## config.mk

```make
export PLATFORM = sky130hd
export DESIGN_NAME = alu_16_b
export DESIGN_NICKNAME = d
export VERILOG_FILES = /design/src/rtl/alu_16_b_pkg.sv /design/src/rtl/alu_16_b.sv
export SDC_FILE = /design/constraint.sdc
export NUM_CORES = 1
export LEC_CHECK = 0
export CAP_MARGIN = 25
export CORE_UTILIZATION = 40
export DETAILED_ROUTE_END_ITERATION = 12
export SYNTH_ARGS = -nofsm -noshare
export SYNTH_HDL_FRONTEND = slang
export SYNTH_SLANG_ARGS = --single-unit
```

## constraint.sdc

```tcl
create_clock -name CLK -period 0.8 [get_ports CLK]
set_clock_uncertainty 0.15 [all_clocks]
set_input_delay 0.12 -clock CLK [delete_from_list [all_inputs] [get_ports CLK]]
set_output_delay 0.12 -clock CLK [all_outputs]
set_load 0.1 [all_outputs]
```

## src/rtl/alu_16_b_pkg.sv

```systemverilog
// alu_16_b_pkg: opcode constants, compare result codes and op classification for alu_16_b
package alu_16_b_pkg;

    localparam logic [3:0] OP_ADD   = 4'h0;
    localparam logic [3:0] OP_SUB   = 4'h1;
    localparam logic [3:0] OP_MUL   = 4'h2;
    localparam logic [3:0] OP_DIV   = 4'h3;
    localparam logic [3:0] OP_AND   = 4'h4;
    localparam logic [3:0] OP_OR    = 4'h5;
    localparam logic [3:0] OP_NAND  = 4'h6;
    localparam logic [3:0] OP_NOR   = 4'h7;
    localparam logic [3:0] OP_XOR   = 4'h8;
    localparam logic [3:0] OP_XNOR  = 4'h9;
    localparam logic [3:0] OP_CMPEQ = 4'hA;
    localparam logic [3:0] OP_CMPG  = 4'hB;
    localparam logic [3:0] OP_CMPL  = 4'hC;
    localparam logic [3:0] OP_SHR   = 4'hD;
    localparam logic [3:0] OP_SHL   = 4'hE;
    localparam logic [3:0] OP_NOP   = 4'hF;

    localparam int unsigned CMP_EQ_CODE = 1;
    localparam int unsigned CMP_GT_CODE = 2;
    localparam int unsigned CMP_LT_CODE = 3;

    typedef enum logic [2:0] {CLS_ARITH, CLS_LOGIC, CLS_CMP, CLS_SHIFT, CLS_NONE} op_class_e;

    // Opcodes are grouped in contiguous ranges, so class falls out of ordered compares
    function automatic op_class_e op_class(input logic [3:0] fun);
        return fun <= OP_DIV  ? CLS_ARITH :
               fun <= OP_XNOR ? CLS_LOGIC :
               fun <= OP_CMPL ? CLS_CMP   :
               fun <= OP_SHL  ? CLS_SHIFT : CLS_NONE;
    endfunction

endpackage

```

## src/rtl/alu_16_b.sv

```systemverilog
// alu_16_b: single-cycle unsigned ALU with a registered result and operation-class flags
module alu_16_b
    import alu_16_b_pkg::*;
#(
    parameter int WIDTH = 16
) (
    input  logic             CLK,
    input  logic             RST,
    input  logic [WIDTH-1:0] A,
    input  logic [WIDTH-1:0] B,
    input  logic [3:0]       ALU_FUN,
    output logic [WIDTH-1:0] ALU_OUT,
    output logic             Carry_Flag,
    output logic             Arith_Flag,
    output logic             Logic_Flag,
    output logic             CMP_Flag,
    output logic             Shift_Flag
);

    logic [WIDTH:0]     sum;
    logic [WIDTH:0]     diff;
    logic [2*WIDTH-1:0] prod;
    op_class_e          cls;
    logic [WIDTH-1:0]   alu_out_d, alu_out_q;
    logic               carry_d, carry_q;
    logic               arith_d, arith_q;
    logic               logic_d, logic_q;
    logic               cmp_d, cmp_q;
    logic               shift_d, shift_q;

    always_comb begin
        sum       = {1'b0, A} + {1'b0, B};
        diff      = {1'b0, A} - {1'b0, B};
        prod      = {{WIDTH{1'b0}}, A} * {{WIDTH{1'b0}}, B};
        cls       = op_class(ALU_FUN);
        alu_out_d = '0;
        carry_d   = 1'b0;
        case (ALU_FUN)
            OP_ADD: begin
                alu_out_d = sum[WIDTH-1:0];
                carry_d   = sum[WIDTH];
            end
            OP_SUB: begin
                alu_out_d = diff[WIDTH-1:0];
                carry_d   = diff[WIDTH];
            end
            OP_MUL: begin
                alu_out_d = prod[WIDTH-1:0];
                carry_d   = |prod[2*WIDTH-1:WIDTH];
            end
            // Divide by zero yields zero rather than propagating an undefined quotient
            OP_DIV:   alu_out_d = (B == '0) ? '0 : A / B;
            OP_AND:   alu_out_d = A & B;
            OP_OR:    alu_out_d = A | B;
            OP_NAND:  alu_out_d = ~(A & B);
            OP_NOR:   alu_out_d = ~(A | B);
            OP_XOR:   alu_out_d = A ^ B;
            OP_XNOR:  alu_out_d = ~(A ^ B);
            OP_CMPEQ: alu_out_d = (A == B) ? WIDTH'(CMP_EQ_CODE) : '0;
            OP_CMPG:  alu_out_d = (A > B) ? WIDTH'(CMP_GT_CODE) : '0;
            OP_CMPL:  alu_out_d = (A < B) ? WIDTH'(CMP_LT_CODE) : '0;
            OP_SHR:   alu_out_d = A >> 1;
            OP_SHL:   alu_out_d = A << 1;
            default:  alu_out_d = '0;
        endcase
        arith_d = cls == CLS_ARITH;
        logic_d = cls == CLS_LOGIC;
        cmp_d   = cls == CLS_CMP;
        shift_d = cls == CLS_SHIFT;
    end

    always_ff @(posedge CLK or negedge RST) begin
        if (!RST) begin
            alu_out_q <= '0;
            carry_q   <= 1'b0;
            arith_q   <= 1'b0;
            logic_q   <= 1'b0;
            cmp_q     <= 1'b0;
            shift_q   <= 1'b0;
        end else begin
            alu_out_q <= alu_out_d;
            carry_q   <= carry_d;
            arith_q   <= arith_d;
            logic_q   <= logic_d;
            cmp_q     <= cmp_d;
            shift_q   <= shift_d;
        end
    end

    assign ALU_OUT    = alu_out_q;
    assign Carry_Flag = carry_q;
    assign Arith_Flag = arith_q;
    assign Logic_Flag = logic_q;
    assign CMP_Flag   = cmp_q;
    assign Shift_Flag = shift_q;

endmodule

```

# --- Word level (Yosys, flattened, before mapping) ---
# Index checks and enable logic that the tools add are counted.
word_totals:
  wordCells: 54
  reg_bits: 21
  output_inout_bits: 21
  inputBits: 38
classes:
  add_sub_neg: 2
  eq_ne: 18
  muxes: 10
  div_mod_pow: 1
  bitwise_logic: 6
  n_lt_le_gt_ge: 6
  n_mul: 1
  n_reduce_logical: 4
op_table:
  columns: ["operator", "count"]
  rows:
  - ["one-hot mux 16 bit (15 select lines)", 1]
  - ["inverter 16 bit", 3]
  - ["multiplier 16 x 16 -> 32 bit", 1]
  - ["equality test 4 bit, second input constant", 7]
  - ["adder 16 x 16 -> 17 bit", 1]
  - ["subtractor 16 x 16 -> 17 bit", 1]
  - ["bitwise AND 16 bit", 1]
  - ["divider 16 x 16 -> 16 bit", 1]
  - ["equality test 16 bit", 1]
  - ["equality test 4 x 3 -> 1 bit, second input constant", 4]
  - ["greater-than comparator 16 bit", 1]
  - ["zero test 16 bit", 1]
  - ["< comparator 16 bit", 1]
  - ["two-way mux 16 bit", 1]
  - ["OR 16 bit", 1]
  - ["OR reduction 16 bit", 1]
  - ["XOR 16 bit", 1]
  - ["less-or-equal comparator 4 bit, second input constant", 3]
  - ["two-way mux 3 bit", 4]
  - ["equality test 4 x 2 -> 1 bit, second input constant", 2]
  - ["equality test 3 x 2 -> 1 bit, second input constant", 2]
  - ["equality test 4 x 1 -> 1 bit, second input constant", 1]
  - ["less-or-equal comparator 4 x 2 -> 1 bit, second input constant", 1]
  - ["zero test 4 bit", 1]
  - ["other kinds (5)", 6]

# --- Logic depth before layout (Yosys ltp) ---
# Gate-level depths: netlist (run 1).
logic_depth:
  ltp_word: 6
  ltp_mapped: 134
  ltp_nobuf: 127

# --- Least setup slack after synthesis (run 1) ---
# Ideal clock, no wire load.
synth_path:
  kind: "input port to flip-flop"
  start: "in B[0]"
  end: "reg alu_out_q[0], in the netlist ALU_OUT[0]"
  path_slack_ps: -25058
  arrival_ps: 25571
  path_stages: 125
  path_buffers: 8
  required_ps: 513
  setup_ps: 137
  cell_sequence: "clkinv_1 ha_1 a41oi_1 nor2_1 nor2_1 a21oi_1 ha_1 o21a_1 nor3b_1 or3b_1 o311ai_2 ha_1 a21oi_1 nand2_1 and3_1 o21a_1 ha_1 o21ai_0 [89 not listed] o21a_1 o21ai_0 a21o_1 o22a_1 clkbuf_1 nand2_1 o21ai_0 ha_1 a21boi_0 o21a_1 o21ai_0 a21oi_1 o211ai_1 nand2_1 a21oi_1 nor3_1 o22ai_1 o211ai_1"
synth_via:
  elab_chain_len: 3
  word_cells_on_any_way: 17
  cone_classes: "2 x add/sub; 1 x mul; 1 x div; 1 x order compare; 1 x eq/ne; 4 x mux; 6 x bitwise; 1 x reduce/logical"
synth_rtl:
  columns: ["element", "line_no", "source"]
  rows:
  - ["start: declaration", "alu_16_b.sv:10", "input logic [WIDTH-1:0] B,"]
  - ["divider 16 x 16 -> 16 bit, or another cell as far along", "alu_16_b.sv:52", "OP_DIV: alu_out_d = (B == '0) ? '0 : A / B;"]
  - ["two-way mux 16 bit, or another cell as far along", "alu_16_b.sv:52", null]
  - ["one-hot mux 16 bit (15 select lines) (*)", "alu_16_b.sv:38", "case (ALU_FUN)"]
  - ["via alu_out_d[0]", "alu_16_b.sv:24", "logic [WIDTH-1:0] alu_out_d, alu_out_q;"]
  - ["end signal: assignment", "alu_16_b.sv:81", "alu_out_q <= alu_out_d;"]
  - ["end: declaration", "alu_16_b.sv:24", null]
# Mark *: on every way through the listed nets, which the timed path passes. The rest lies on a longest branch.

# --- Final worst setup path (run 1) ---
layout_path:
  start: "in A[1]"
  end: "reg alu_out_q[0], in the netlist ALU_OUT[0]"
layout_via:
  elab_chain_len: 3
  word_cells_on_any_way: 7
  cone_classes: "1 x div; 1 x order compare; 1 x eq/ne; 4 x mux"
layout_rtl:
  columns: ["element", "line_no", "source"]
  rows:
  - ["start: declaration", "alu_16_b.sv:9", "input logic [WIDTH-1:0] A,"]
  - ["divider 16 x 16 -> 16 bit, or another cell as far along", "alu_16_b.sv:52", null]
  - ["two-way mux 16 bit, or another cell as far along", "alu_16_b.sv:52", null]
  - ["one-hot mux 16 bit (15 select lines) (*)", "alu_16_b.sv:38", null]
  - ["via alu_out_d[0]", "alu_16_b.sv:24", null]
# Marked as above.

==> results of run 1 <==
## registers in the layout, summed over array words and instances, names as in the netlist
name,cells
ALU_OUT,16
Arith_Flag,1
CMP_Flag,1
Carry_Flag,1
Logic_Flag,1
Shift_Flag,1
## final cells by class
cell class                      instances  share of cell area (%)
Tap cell                              615                    2.55
Timing Repair Buffer                 1007                    27.8
Clock buffer                            4                   0.261
Inverter                              327                    4.21
Antenna cell                            1                 0.00830
Sequential cell                        21                    2.00
Multi-Input combinational cell       2046                    63.2
## placed cells by master, fill, tap and decap left out, types with 12 or more instances in the layout
cell type,netlist,final
buf_4,2,862
nor2_1,325,304
inv_1,314,295
ha_1,291,243
fa_1,196,193
nand2_1,201,179
a21oi_1,131,101
buf_6,5,77
o21ai_0,97,75
xnor2_1,71,68
nor3_1,65,48
a21o_1,47,46
ha_4,0,36
buf_12,0,35
o21a_1,36,34
xor2_1,34,34
nand3_1,40,32
o211ai_1,23,23
a21oi_2,4,23
dfrtp_4,0,21
nand2b_1,25,21
inv_2,7,19
mux2_2,25,19
a31oi_1,23,18
nor2b_1,17,17
a211oi_1,24,17
or3_1,20,16
o21ai_2,1,15
nand4_1,15,15
nand2_2,1,13
nor3_2,1,12
nor2_4,1,12
ha_2,0,12
## worst max path at each step
stage | startpoint | end | slack, ns | cells past startpoint
after global routing | A[1] | ALU_OUT[0] | -24.28 | 124
after floorplan | B[7] | ALU_OUT[0] | -22.87 | 123
after CTS | B[7] | ALU_OUT[0] | -22.54 | 124
after global placement | A[1] | ALU_OUT[0] | -23.90 | 117
after detailed placement | A[1] | ALU_OUT[0] | -24.39 | 111
final | A[1] | ALU_OUT[0] | -23.33 | 134
## synth_stat cells, types with 13 or more instances
| library cell | n |
|---|---|
| a31oi_1 | 23 |
| dfrtp_1 | 21 |
| or3_1 | 20 |
| o21ai_0 | 97 |
| mux2i_1 | 13 |
| nand2_1 | 201 |
| clkbuf_1 | 78 |
| a211oi_1 | 24 |
| a21o_1 | 47 |
| xnor2_1 | 71 |
| or2_2 | 13 |
| nand4_1 | 15 |
| and2_1 | 14 |
| a221oi_1 | 14 |
| buf_2 | 15 |
| nor4_1 | 14 |
| ha_1 | 291 |
| a21oi_1 | 131 |
| nor3_1 | 65 |
| inv_1 | 314 |
| xor2_1 | 34 |
| nor2_1 | 325 |
| o21a_1 | 36 |
| nand3_1 | 40 |
| fa_1 | 196 |
| nor2b_1 | 17 |
| o211ai_1 | 23 |
| mux2_2 | 25 |
| nand2b_1 | 25 |
| a22oi_1 | 13 |
## routing by layer
metal  track usage [%]  part of all wire, %  up-vias
li1                  -                    -    10500
met1              46.9                   42    11300
met2              57.0                   46      962
met3              4.83                  8.0      244
met4              12.1                  4.4        0
met5                 0                    0        -
## power groups by stage
stage                     registers, W  logic (W)  clock network (W)
final                          0.00162     0.0918            0.00112
after floorplan                0.00322     0.0458                  0
after global routing           0.00164     0.0977            0.00118
after detailed placement       0.00165     0.0824                  0
after global placement         0.00164     0.0812                  0
after CTS                      0.00165     0.0883            0.00112
## metrics by stage
step | util (%) | instances | worst slack, ns
final | 63.3 | 4021 | -23.33
after global routing | 63.3 | 4020 | -24.28
after CTS | 61.2 | 3965 | -22.54
after detailed placement | 56.9 | 3845 | -24.39
after global placement | 56.9 | 3845 | -23.90
after floorplan | - | 2506 | -22.87
## what timing repair did
action	in CTS	in global routing
pin swaps	119	122
gates resized for setup	334	150
endpoints found under the setup margin	42	41
gates cloned	2	0
setup buffers	116	71
## logic make-up (layout without fill, tap and decap cells)
family	after synthesis	after routing	share of synthesized area, %
buffers and inverters	439	1338	8.89
multiplexers	43	43	2.53
AO/OA/AOI/OAI	603	603	22.3
flip-flops	21	21	2.73
other	0	1	0
AND/OR/NAND/NOR	808	808	19.5
XOR/XNOR	105	105	4.78
adder cells (fa/ha/maj)	487	487	39.3
==> reports/qor.csv, run 1 <==
metric,value,unit
outcome,"complete, but fails checks",
violations,negative setup slack,
core-area,47600,um2
rows,80,
critPathMaxFanout,12,
drive_above_1_share,41.1,%
dp_hpwl,69.2,mm
ir_worst_vdd,7.62,mV
grt_max_degree,32,
antenna_found_initial,1,
yosys-top-cells-area,"fa_1 (20%), ha_1 (19%), nor2_1 (6.3%)",
routedWlPerCell,21.8,um
p_clk_share,1.2,%
root_buffer,clkbuf_16,
whs,0.0538,ns
p_sw_share,50.5,%
seq_area_frac_synth,2.73,%
ys_ff_latch,21,
crit_arrival,24.09,ns
portBuffers,58,
path_buf_inv,35,
p_leak,14.6,nW
seqPwrFrac,1.7,%
hold_viol,0,
postSynth.asyncResetShare,100,%
nets,3931,
maxSlewViolCount,0,
ys.flop_type,dfrtp_1,
drtIter0Drc,2019,
drc_errors,0,
start_util,40.4,%
drtPass1Iterations,8,
synth.avg_cell_area,7.68,um2
internal_power,0.0468,W
grt_usage,34.9,%
p_per_area,3140,nW/um2
post-route-period-util,3020,%
crit_top_cell,buf_4,
worst_pin_slew,1.33,ns
worst_setup_path_start_kind,input pin,
rsz0062_at_grt,yes,
viasPerCell,5.73,
setup_tns,-203.35,ns
synth_top_area_share,20.4,%
cts_buffer_depth,2,
clk_pin_slew_worst_paths,0.07,ns
h-tree-depth,1,
end_kind,flop,
synth_cell_types,110,
synth_edf_count,0,
hold_buffers,0,
path_delay_family,compound AO/OA/AOI/OAI gates,
cap_violations,0,
postLayoutCellArea,30200,um2
relSlewSlack,11.5,%
vias,23000,
ant_nets,0,
netlist.top_cell.by_area,fa_1,
fin_crit,24.13,ns
max_freq,0.0414,GHz
hold_path.class,in2async,
finalPower,0.0946,W
first_global_vias,23000,
die_h,221,um
finalWirelength,87.8,mm
die_w,221,um
p_sw,0.0477,W
syn-num-nets,3031,
multiInputGateArea,19000,um2
fill_cells,4099,
final-seq-area,604,um2
combPwrFrac,97.1,%
clock_sinks,21,
cts_buffers,3,
required,0.76,ns
crit_type,in2reg,
critPathMaxStageDelay,0.50,ns
ios,59,
worst_slack,-23.33,ns
area_growth,56.7,%
gp_congestion,1.00,
synth_area,19200,um2
setup_viol,40,
synth_warnings,0,
synth_cells,2506,
gr-total-overflow,0,
grt_first_pass_wirelength,133,mm
die-area,49000,um2
worst_path_max_delay_cell,or4_4,
cts_tree,yes,
place_area,27100,um2
Power figures use the tool's default switching activity.
==> run 2, diff against run 1 <==
- CORE_ASPECT_RATIO: unset -> 1.2
==> reports/qor.csv, run 2 (synthesis results as in run 1) <==
metric,value,unit
outcome,"complete, but fails checks",
violations,negative setup slack,
ir_worst_vdd,7.38,mV
required,0.78,ns
drtPass1Iterations,5,
die-area,49000,um2
layout_commonest_cell,buf_4,
cap_violations,0,
hold_viol,0,
die_h,242,um
max_freq,0.0415,GHz
finalWirelength,88.0,mm
gr-total-overflow,0,
die_w,202,um
num_antenna_cells,0,
cts_tree,yes,
p_leak,14.5,nW
antenna_found_initial,0,
cts_buffer_depth,2,
gp_congestion,0.990,
rsz0062_at_grt,yes,
clock_sinks,21,
path_delay_family,compound AO/OA/AOI/OAI gates,
nets,3892,
maxSlewViolCount,0,
finalPower,0.0913,W
p_sw,0.0464,W
area_growth,57.3,%
critPathMaxStageDelay,0.55,ns
dp_hpwl,67.7,mm
core-area,47200,um2
internal_power,0.0449,W
largest_reg_flops,16,
ios,59,
hold_buffers,0,
fin_crit,24.10,ns
end_kind,flop,
most-common-layout-cells,"buf_4 (826), nor2_1 (300), inv_1 (287)",
setup_viol,40,
relSlewSlack,51.1,%
crit_type,in2reg,
worst_slack,-23.30,ns
grt_first_pass_wirelength,134,mm
viasPerCell,5.72,
ant_nets,0,
portBuffers,58,
drive_above_1_share,41.5,%
grt_usage,35.2,%
crit_top_cell,buf_4,
p_clk_share,1.2,%
path_buf_inv,19,
h-tree-depth,1,
worst_setup_path_start_kind,input pin,
grt_max_degree,27,
post-route-period-util,3010,%
clk_pin_slew_worst_paths,0.07,ns
hold_path.class,in2reg,
crit_arrival,24.08,ns
critPathMaxFanout,7,
cts_buffers,3,
root_buffer,clkbuf_16,
vias,22800,
drc_errors,0,
first_global_vias,23900,
routedWlPerCell,22.1,um
start_util,40.7,%
p_sw_share,50.8,%
drtIter0Drc,1726,
rows,87,
seqPwrFrac,1.7,%
combPwrFrac,97.0,%
p_per_area,3010,nW/um2
setup_tns,-201.99,ns
worst_path_max_delay_cell,or4_4,
worst_pin_slew,0.714,ns
[run 2: cell count changes in the layout (fill, tap and decap cells not counted), sizes merged]
cell           before  now
clkdlybuf4s50       1    2
diode               1    0
bufbuf              0    2
dlygate4sd2        10   12
buf               990  942
clkinvlp            3    2
clkdlybuf4s15       1    7
clkbuf              6    7
clkinv              5    6
dlymetal6s2s        3    0
[run 2: final cells by class]
cell class | count | area (um2)
multi-input cells | 2046 | 19300
fillers | 3925 | 17000
repair buffers | 968 | 8230
inverters | 327 | 1270
well taps | 623 | 779
flip-flops and latches | 21 | 604
clock buffers | 4 | 78.8
[run 2: tightest hold or removal path, cell delays in order]
cell and delay (ns):
buf_12 0.12, nand2b_4 0.11, a21oi_2 0.07
[run 2: timing repair]
action                                  CTS  global route
pin swaps                               148           160
cloned                                    4             0
resized for setup                       363           163
endpoints found under the setup margin   42            40
setup buffers                           107            62
[run 2: power by group through the flow]
stage | clock (W) | combinational (W) | sequential (W)
detailed placement | 0 | 0.0798 | 0.00159
global placement | 0 | 0.0794 | 0.00159
floorplan | 0 | 0.0458 | 0.00322
finish | 0.00110 | 0.0886 | 0.00159
CTS | 0.00111 | 0.0860 | 0.00159
global route | 0.00114 | 0.0956 | 0.00162
[run 2: stage by stage]
step           cells  hold slack [ns]  worst slack (ns)  instance area [um2]  utilization [%]
3_3_place_gp    3827            0.329            -23.82                26900             57.0
5_1_grt         3989           0.0596            -24.33                30300             64.1
3_5_place_dp    3827            0.366            -24.53                26900             57.0
2_1_floorplan   2506           -0.326            -22.87                20600                -
4_1_cts         3939           0.0501            -22.65                29200             61.8
6_report        3989           0.0612            -23.30                30300             64.1
[run 2: metal layers]
| metal | up-vias | wire [um] | track usage [%] |
|---|---|---|---|
| met1 | 11000 | 33000 | 41.6 |
| met5 | - | 0 | 0 |
| met2 | 1023 | 41200 | 59.3 |
| met3 | 342 | 6570 | 4.78 |
| met4 | 0 | 7180 | 23.3 |
| li1 | 10400 | - | - |
[run 2: final timing paths]
path	to	slack, ns	depth (start not counted)	from
min in group asynchronous	ALU_OUT[10]	0.09	2	RST
max	ALU_OUT[0]	-23.30	126	B[6]
max in group asynchronous	Arith_Flag	0.25	2	RST
min	Shift_Flag	0.06	3	ALU_FUN[0]
